$ cat config.mk
export PLATFORM = sky130hd
export DESIGN_NAME = csr_mtrap
export DESIGN_NICKNAME = d
export VERILOG_FILES = /design/src/rtl/csr_pkg.sv /design/src/rtl/csr_counter.sv /design/src/rtl/csr_mtrap.sv
export SDC_FILE = /design/constraint.sdc
export NUM_CORES = 1
export LEC_CHECK = 0
export ABC_AREA = 1
export BUFFER_PORTS_ARGS = -buffer_cell sky130_fd_sc_hd__clkbuf_2
export CORE_MARGIN = 2
export CORE_UTILIZATION = 46
export DETAILED_ROUTE_END_ITERATION = 10
export PLACE_DENSITY = 0.66
export SETUP_SLACK_MARGIN = 0.1
export SLEW_MARGIN = 20
export SYNTH_ARGS = -nofsm -noshare
export SYNTH_HDL_FRONTEND = slang
export SYNTH_SLANG_ARGS = --single-unit
$ cat constraint.sdc
create_clock -name clk -period 4.6 [get_ports clk]
set_input_delay 0.46 -clock clk [delete_from_list [all_inputs] [get_ports clk]]
set_output_delay 0.46 -clock clk [all_outputs]
set_load 0.02 [all_outputs]
$ cat src/rtl/csr_pkg.sv
// Shared constants for the machine-mode CSR and trap unit.
package csr_pkg;

    localparam logic [11:0] CSR_MSTATUS       = 12'h300;
    localparam logic [11:0] CSR_MISA          = 12'h301;
    localparam logic [11:0] CSR_MIE           = 12'h304;
    localparam logic [11:0] CSR_MTVEC         = 12'h305;
    localparam logic [11:0] CSR_MCOUNTINHIBIT = 12'h320;
    localparam logic [11:0] CSR_MSCRATCH      = 12'h340;
    localparam logic [11:0] CSR_MEPC          = 12'h341;
    localparam logic [11:0] CSR_MCAUSE        = 12'h342;
    localparam logic [11:0] CSR_MTVAL         = 12'h343;
    localparam logic [11:0] CSR_MIP           = 12'h344;
    localparam logic [11:0] CSR_MCYCLE        = 12'hB00;
    localparam logic [11:0] CSR_MINSTRET      = 12'hB02;
    localparam logic [11:0] CSR_MCYCLEH       = 12'hB80;
    localparam logic [11:0] CSR_MINSTRETH     = 12'hB82;
    localparam logic [11:0] CSR_CYCLE         = 12'hC00;
    localparam logic [11:0] CSR_INSTRET       = 12'hC02;
    localparam logic [11:0] CSR_CYCLEH        = 12'hC80;
    localparam logic [11:0] CSR_INSTRETH      = 12'hC82;

    localparam int unsigned CODE_W = 5;

    // Cause codes double as the mip/mie bit positions of the standard sources.
    localparam logic [CODE_W-1:0] ECALL_M    = 5'd11;
    localparam logic [CODE_W-1:0] MSI        = 5'd3;
    localparam logic [CODE_W-1:0] MTI        = 5'd7;
    localparam logic [CODE_W-1:0] MEI        = 5'd11;
    localparam logic [CODE_W-1:0] LOCAL_BASE = 5'd16;

    localparam logic [31:0] MISA_VAL = 32'h4000_0100;

    typedef enum logic [1:0] {
        CSR_OP_NONE = 2'b00,
        CSR_OP_RW   = 2'b01,
        CSR_OP_RS   = 2'b10,
        CSR_OP_RC   = 2'b11
    } csr_op_e;

endpackage

$ cat src/rtl/csr_counter.sv
// Performance counter with inhibit, increment enable and split 32-bit write ports.
module csr_counter #(
    parameter int unsigned CNT_WIDTH = 64
) (
    input  logic                 clk,
    input  logic                 rst_n,
    input  logic                 inhibit,
    input  logic                 inc_en,
    input  logic                 wr_lo,
    input  logic                 wr_hi,
    input  logic [31:0]          wdata,
    output logic [CNT_WIDTH-1:0] count
);

    logic [CNT_WIDTH-1:0] merged;
    logic [CNT_WIDTH-1:0] count_d;

    if (CNT_WIDTH > 32) begin : g_wide
        assign merged = {wr_hi ? wdata[CNT_WIDTH-33:0] : count[CNT_WIDTH-1:32],
                         wr_lo ? wdata : count[31:0]};
    end else begin : g_narrow
        assign merged = wr_lo ? CNT_WIDTH'(wdata) : count;
    end

    // A software write wins over this cycle's increment.
    always_comb begin
        count_d = count;
        if (wr_lo || wr_hi) begin
            count_d = merged;
        end else if (inc_en && !inhibit) begin
            count_d = count + CNT_WIDTH'(1);
        end
    end

    always_ff @(posedge clk or negedge rst_n) begin
        if (!rst_n) begin
            count <= '0;
        end else begin
            count <= count_d;
        end
    end

endmodule

$ cat src/rtl/csr_mtrap.sv
// Machine-mode CSR file and trap/mret decision for the RV32I EX stage.
module csr_mtrap #(
    parameter int unsigned NUM_LIRQ    = 4,
    parameter int unsigned CNT_WIDTH   = 64,
    parameter logic [31:0] MTVEC_RESET = 32'h0
) (
    input  logic        clk,
    input  logic        rst_n,
    input  logic        cmd_csr_ex,
    input  logic [11:0] csr_ofs_ex,
    input  logic [2:0]  csr_op2_ex,
    input  logic [4:0]  csr_uimm_ex,
    input  logic [31:0] rs1_sel,
    output logic [31:0] csr_rd_data,
    input  logic        cmd_ecall_ex,
    input  logic        cmd_mret_ex,
    input  logic [29:0] pc_ex,
    input  logic        retire,
    input  logic        stall,
    input  logic        irq_ext,
    input  logic        irq_tmr,
    input  logic        irq_sw,
    input  logic [((NUM_LIRQ > 0) ? NUM_LIRQ : 1)-1:0] irq_local,
    output logic        trap_take,
    output logic [29:0] trap_pc,
    output logic        mret_take,
    output logic [29:0] mret_pc
);
    import csr_pkg::*;

    localparam logic [31:0] MIE_MASK =
        32'h0000_0888 | 32'(((64'd1 << NUM_LIRQ) - 64'd1) << 16);

    logic [31:0] mie_q, mtvec_q, mscratch_q, mepc_q, mcause_q, mtval_q;
    logic        st_mie_q, st_mpie_q, cy_inh_q, ir_inh_q;

    logic [31:0]          mip, pending, operand, wdata;
    logic                 int_hit, found, csr_we;
    logic [CODE_W-1:0]    int_code;
    csr_op_e              op;
    logic [CNT_WIDTH-1:0] mcycle, minstret;
    logic [31:0]          mcycle_hi, minstret_hi;

    always_comb begin
        mip          = '0;
        mip[MEI]     = irq_ext;
        mip[MTI]     = irq_tmr;
        mip[MSI]     = irq_sw;
        for (int unsigned i = 0; i < NUM_LIRQ; i++) begin
            mip[16+i] = irq_local[i];
        end
    end

    assign pending = mip & mie_q;
    assign int_hit = (|pending) & st_mie_q;

    // Later assignments take precedence: MEI > MSI > MTI > lowest local.
    always_comb begin
        int_code = '0;
        found    = 1'b0;
        for (int unsigned i = 0; i < NUM_LIRQ; i++) begin
            if (pending[16+i] && !found) begin
                int_code = CODE_W'(32'(LOCAL_BASE) + i);
                found    = 1'b1;
            end
        end
        if (pending[MTI]) int_code = MTI;
        if (pending[MSI]) int_code = MSI;
        if (pending[MEI]) int_code = MEI;
    end

    assign trap_take = ~stall & (int_hit | cmd_ecall_ex);
    assign mret_take = ~stall & ~int_hit & ~cmd_ecall_ex & cmd_mret_ex;
    assign trap_pc   = mtvec_q[31:2] + ((mtvec_q[0] && int_hit) ? 30'(int_code) : 30'd0);
    assign mret_pc   = mepc_q[31:2];

    assign mcycle_hi   = 32'(64'(mcycle) >> 32);
    assign minstret_hi = 32'(64'(minstret) >> 32);

    always_comb begin
        csr_rd_data = '0;
        case (csr_ofs_ex)
            CSR_MSTATUS:       csr_rd_data = {19'b0, 2'b11, 3'b0, st_mpie_q, 3'b0, st_mie_q, 3'b0};
            CSR_MISA:          csr_rd_data = MISA_VAL;
            CSR_MIE:           csr_rd_data = mie_q;
            CSR_MTVEC:         csr_rd_data = mtvec_q;
            CSR_MCOUNTINHIBIT: csr_rd_data = {29'b0, ir_inh_q, 1'b0, cy_inh_q};
            CSR_MSCRATCH:      csr_rd_data = mscratch_q;
            CSR_MEPC:          csr_rd_data = mepc_q;
            CSR_MCAUSE:        csr_rd_data = mcause_q;
            CSR_MTVAL:         csr_rd_data = mtval_q;
            CSR_MIP:           csr_rd_data = mip;
            CSR_MCYCLE,   CSR_CYCLE:    csr_rd_data = mcycle[31:0];
            CSR_MCYCLEH,  CSR_CYCLEH:   csr_rd_data = mcycle_hi;
            CSR_MINSTRET, CSR_INSTRET:  csr_rd_data = minstret[31:0];
            CSR_MINSTRETH, CSR_INSTRETH: csr_rd_data = minstret_hi;
            default:           csr_rd_data = '0;
        endcase
    end

    assign op      = csr_op_e'(csr_op2_ex[1:0]);
    assign operand = csr_op2_ex[2] ? 32'(csr_uimm_ex) : rs1_sel;

    // Set/clear with a zero operand is a pure read.
    always_comb begin
        wdata  = operand;
        csr_we = 1'b0;
        case (op)
            CSR_OP_RW: csr_we = 1'b1;
            CSR_OP_RS: begin
                wdata  = csr_rd_data | operand;
                csr_we = |operand;
            end
            CSR_OP_RC: begin
                wdata  = csr_rd_data & ~operand;
                csr_we = |operand;
            end
            default: csr_we = 1'b0;
        endcase
        csr_we = csr_we & cmd_csr_ex & ~stall;
    end

    always_ff @(posedge clk or negedge rst_n) begin
        if (!rst_n) begin
            mie_q      <= '0;
            mtvec_q    <= MTVEC_RESET;
            mscratch_q <= '0;
            mepc_q     <= '0;
            mcause_q   <= '0;
            mtval_q    <= '0;
            st_mie_q   <= 1'b0;
            st_mpie_q  <= 1'b0;
            cy_inh_q   <= 1'b0;
            ir_inh_q   <= 1'b0;
        end else begin
            // Trap entry owns mepc/mcause/mtval/mstatus; a colliding write is dropped.
            if (trap_take) begin
                mepc_q    <= {pc_ex, 2'b00};
                mcause_q  <= int_hit ? {1'b1, 26'b0, int_code} : {27'b0, ECALL_M};
                mtval_q   <= '0;
                st_mpie_q <= st_mie_q;
                st_mie_q  <= 1'b0;
            end else begin
                if (mret_take) begin
                    st_mie_q  <= st_mpie_q;
                    st_mpie_q <= 1'b1;
                end else if (csr_we && csr_ofs_ex == CSR_MSTATUS) begin
                    st_mie_q  <= wdata[3];
                    st_mpie_q <= wdata[7];
                end
                if (csr_we && csr_ofs_ex == CSR_MEPC)   mepc_q   <= {wdata[31:2], 2'b00};
                if (csr_we && csr_ofs_ex == CSR_MCAUSE) mcause_q <= wdata;
                if (csr_we && csr_ofs_ex == CSR_MTVAL)  mtval_q  <= wdata;
            end
            if (csr_we && csr_ofs_ex == CSR_MIE)      mie_q      <= wdata & MIE_MASK;
            if (csr_we && csr_ofs_ex == CSR_MTVEC)    mtvec_q    <= {wdata[31:2], 1'b0, wdata[1:0] == 2'b01};
            if (csr_we && csr_ofs_ex == CSR_MSCRATCH) mscratch_q <= wdata;
            if (csr_we && csr_ofs_ex == CSR_MCOUNTINHIBIT) begin
                cy_inh_q <= wdata[0];
                ir_inh_q <= wdata[2];
            end
        end
    end

    csr_counter #(.CNT_WIDTH(CNT_WIDTH)) u_mcycle (
        .clk     (clk),
        .rst_n   (rst_n),
        .inhibit (cy_inh_q),
        .inc_en  (1'b1),
        .wr_lo   (csr_we && csr_ofs_ex == CSR_MCYCLE),
        .wr_hi   (csr_we && csr_ofs_ex == CSR_MCYCLEH),
        .wdata   (wdata),
        .count   (mcycle)
    );

    csr_counter #(.CNT_WIDTH(CNT_WIDTH)) u_minstret (
        .clk     (clk),
        .rst_n   (rst_n),
        .inhibit (ir_inh_q),
        .inc_en  (retire & ~stall & ~trap_take),
        .wr_lo   (csr_we && csr_ofs_ex == CSR_MINSTRET),
        .wr_hi   (csr_we && csr_ofs_ex == CSR_MINSTRETH),
        .wdata   (wdata),
        .count   (minstret)
    );

endmodule
==> impl_summary.log <==
[metrics] signed area change from the synthesized netlist to the final layout: 12.7%
[metrics] placeable core region: 47700 um2
[metrics] net count of the finished layout: 3839
[metrics] detailed-route DRC error count: 0
[metrics] Hold Startpoint: pc_ex[1]
[metrics] run status: completed
[metrics] post-route setup slack: 274 ps
[metrics] warnings from Yosys: 0
[metrics] pre-CTS setup slack: roughly 330 ps
[metrics] required time of the critical path: slightly above 4000 ps
[metrics] delay contributed by the slowest stage of the critical path: ~420 ps
[metrics] Max-slew headroom: 0.401
[metrics] Max FO, Critical Path: 4
[metrics] cell types with the highest counts after synthesis: sky130_fd_sc_hd__nand2_1 (1546), sky130_fd_sc_hd__nand3_1 (529), sky130_fd_sc_hd__nor2_1 (355)
[metrics] initial antenna violation count: 2
[metrics] gp weighted congestion: ~1.1
[metrics] critical path type: flop to output port
[metrics] maximum resistive drop on vdd: around 0.00027 V
[metrics] cell area after layout: around 25000 um2
[metrics] Clock Tree Buf Depth: 3
[metrics] flip-flop and latch count after synthesis: slightly below 300
[metrics] Die H: between 200 and 250 um
[metrics] number of detailed-route iterations in the first pass: 9
[metrics] clock tree from TritonCTS: yes
[metrics] Most Frequent Cell on Critical Path: sky130_fd_sc_hd__nand2_1
[metrics] power density cells: 261 nW/um2
[metrics] Final HPWL DP: a little over 80000 um
[metrics] post-synthesis sequential area ratio: 0.333
[metrics] capture endpoint of the worst hold path: mepc_q[3]
[metrics] number of standard cells after synthesis: 3601
[metrics] final count of negative-setup-slack endpoints: 0
[metrics] worst hold slack after final layout: 155 ps
[metrics] Worst Path Buf+Inv: 3
[metrics] met3 track demand over resource: 0.131
[metrics] number of vias per cell after detailed routing: 5.80
[metrics] Least-Margin Pin Slew: 897 ps
[metrics] Post-Route WL: 106000 um
[metrics] post-synth top area share: 0.333
[metrics] upper clock frequency limit: 0.231 GHz
[metrics] total leakage power: 13.2 nW
[metrics] CP cell instances: nand2_2 -> nand2_1 -> a21oi_4 -> nand2_1 -> nand2_2 -> inv_1 -> nand2_1 -> a21oi_1 -> ha_1 -> inv_1 -> fa_1 -> o21ai_2 -> nand2_1 -> a21oi_4 -> nand3_2 -> nor2_4 -> nand2_1 -> nor2_1 -> xor2_1 -> clkbuf_2
[metrics] Top Family by Delay on Critical Path: simple AND/OR/NAND/NOR gates
[metrics] synthesized netlist net count: 3705
[metrics] element type at the critical path end: output port
[metrics] Hold Violations, Final: 0
[metrics] global routing met1 resource utilization: 0.561
[metrics] starting density of the core: 0.465
[metrics] pin count of the biggest net entering global routing: 87
[metrics] GR Layer Usage met2: 0.618
[metrics] GR Overflow Total: 0
[metrics] number of buffer cells added on primary ports: 189
[metrics] final critical-path required period: 4330 ps
[metrics] clock insertion delay at the later pin of the skew report: 600 ps
[metrics] class of the tightest hold or removal check: input port to flop
[metrics] number of buffers created by CTS: 38
[metrics] post-synthesis instance area: about 22000 um2
[metrics] total global routing track utilization: 0.423
[metrics] largest cells by area after synthesis: sky130_fd_sc_hd__dfrtp_1 (33%), sky130_fd_sc_hd__nand2_1 (26%), sky130_fd_sc_hd__nand3_1 (12%)
[metrics] Crit Reg-Reg Endpoint: u_minstret.count[62]
[metrics] worst setup skew after layout: about 29 ps
[metrics] number of DRC markers in iteration 0: 3498
[metrics] unrepaired setup endpoints after global routing: no
[metrics] asr flop ratio synth: 1.00
[metrics] most used standard cell by instance count after synthesis: sky130_fd_sc_hd__nand2_1
[metrics] Routed WL per cell: 24.3 um
[metrics] final-layout setup total negative slack: 0 ps
[metrics] total clock sinks: 296
[metrics] Antenna Violating Nets Remaining: 0
[metrics] I/O pin count: 190
[metrics] distinct cell type count after synthesis: 37
[metrics] startpoint of the worst-slack reg-to-reg timing path: u_minstret.count[0]
[metrics] via count: 25400
[metrics] kind of start point of the critical path: flop
[metrics] die width: ~220 um
[metrics] clock-pin transition on the worst setup and hold timing paths: 70 ps
[metrics] share of post-route cells with drive strength above 1: 0.0996
[metrics] commonest register cell after synthesis: sky130_fd_sc_hd__dfrtp_1
[metrics] H-tree level count: 2
[metrics] Slowest cell on crit path: sky130_fd_sc_hd__fa_1
[metrics] Site Rows: 80
[metrics] Root Buffer: sky130_fd_sc_hd__clkbuf_16
[metrics] max-cap violations: 0
[metrics] via count of the first global-routing pass: about 23000
[metrics] worst-case reg-to-reg path depth: 15
[metrics] core occupancy in the finished layout: 0.525
[metrics] Ant. Diodes: 0
[metrics] cell depth of the worst min-delay path: 5
[metrics] Register-to-Register Setup Slack: 1690 ps
[metrics] library cell occupying the most area in the post-synthesis netlist: sky130_fd_sc_hd__dfrtp_1
[metrics] logic depth of the worst path, buffers included: 20
[metrics] area of the die: 50100 um2
[metrics] Most Used Layer, Global Route: met2
[metrics] cell area reported after detailed placement: 23600 um2
[metrics] max-slew violation total from the final report: 0
[metrics] number of flops mapped to enable cells by yosys: 0
[metrics] share of the clock period used by the worst path after layout: 0.940
[metrics] first-pass GRT wire length: 155000 um
[metrics] arrival time of data at the critical path endpoint: a little under 4000 ps
[metrics] mean cell area of the mapped netlist: 6.17 um2
-- layout make-up --
class,instances,area (um2)
inverters,241,907
clock buffers,53,1060
repair buffers,261,1590
clock inverters,16,256
well taps,615,769
flip-flops and latches,296,7410
multi-input cells,2897,13100
fillers,5099,22700
-- cells by family (layout without fill, tap and decap cells) --
logic type / Yosys count / count (layout) / share of synthesized area
xor+xnor: 135 / 135 / 0.0532
buf+inv: 408 / 571 / 0.0842
fa+ha+maj: 8 / 8 / 0.00484
compound gates: 153 / 153 / 0.0355
flops: 296 / 296 / 0.333
simple gates: 2601 / 2601 / 0.489
-- sequential cells by signal, summed over array words and instances, names as in the netlist --
register,cells
cy_inh_q,1
ir_inh_q,1
mcause_q,32
mepc_q,30
mie_q,7
mscratch_q,32
mtval_q,32
mtvec_q,31
st_mie_q,1
st_mpie_q,1
u_mcycle.count,64
u_minstret.count,64
-- worst max-delay path by stage --
stage / startpoint / end
floorplan: irq_ext / trap_pc[18]
global placement: irq_ext / trap_pc[26]
detailed placement: irq_ext / trap_pc[18]
CTS: mie_q[11] / trap_pc[25]
global route: mie_q[11] / trap_pc[18]
finish: mie_q[11] / trap_pc[18]
-- what timing repair did --
item,4_1_cts,5_1_grt
pin swaps,0,3
endpoints found under the setup margin,6,12
hold buffers,1,0
buffers inserted,0,1
resized for setup,3,14
hold endpoints to repair,64,0
-- worst min-delay path: cells and delay by family --
kind                   cells  cell delay, ps
buffers and inverters      1              70
and+or+nand+nor            4             200
-- stage by stage --
stage	power, W	std cells
finish	0.00653	4379
detailed placement	0.00335	4308
floorplan	0.00304	3601
global placement	0.00335	4308
CTS	0.00652	4378
global route	0.00668	4379
-- cells in the final DEF, fill, tap and decap left out, types with 6 or more instances in the layout --
cell / netlist / routed
sky130_fd_sc_hd__nor2_2: 7 / 16
sky130_fd_sc_hd__buf_12: 0 / 7
sky130_fd_sc_hd__inv_2: 8 / 9
sky130_fd_sc_hd__clkinv_2: 0 / 7
sky130_fd_sc_hd__clkbuf_16: 0 / 38
sky130_fd_sc_hd__buf_4: 8 / 64
sky130_fd_sc_hd__o21ai_1: 53 / 52
sky130_fd_sc_hd__a21oi_1: 22 / 19
sky130_fd_sc_hd__nor2_1: 355 / 343
sky130_fd_sc_hd__nand3_1: 529 / 527
sky130_fd_sc_hd__nand2_1: 1546 / 1542
sky130_fd_sc_hd__xnor2_1: 35 / 35
sky130_fd_sc_hd__dfrtp_1: 296 / 296
sky130_fd_sc_hd__nand3b_1: 13 / 13
sky130_fd_sc_hd__nand4_1: 46 / 46
sky130_fd_sc_hd__nor4_1: 6 / 6
sky130_fd_sc_hd__nand2_2: 7 / 10
sky130_fd_sc_hd__clkbuf_2: 0 / 188
sky130_fd_sc_hd__xor2_1: 100 / 100
sky130_fd_sc_hd__nor3_1: 72 / 71
sky130_fd_sc_hd__inv_1: 231 / 230
sky130_fd_sc_hd__clkbuf_1: 50 / 10
sky130_fd_sc_hd__o21ai_0: 72 / 72
sky130_fd_sc_hd__ha_1: 7 / 6
sky130_fd_sc_hd__nand3_4: 6 / 6
-- power by group --
group / switching (W) / internal, W / leakage, nW / total (W)
logic: 0.000437 / 0.000150 / 8.53 / 0.000587
registers: 0.0000684 / 0.00267 / 3.98 / 0.00274
clock network: 0.00129 / 0.00190 / 0.643 / 0.00320
total: 0.00180 / 0.00472 / 13.2 / 0.00653
-- routing by layer --
metal,wire (um),part of all wire
met1,42000,0.39
met2,44200,0.42
met3,13300,0.13
met4,6810,0.064
met5,0,0
No activity file was read; power rests on OpenSTA's default activity.
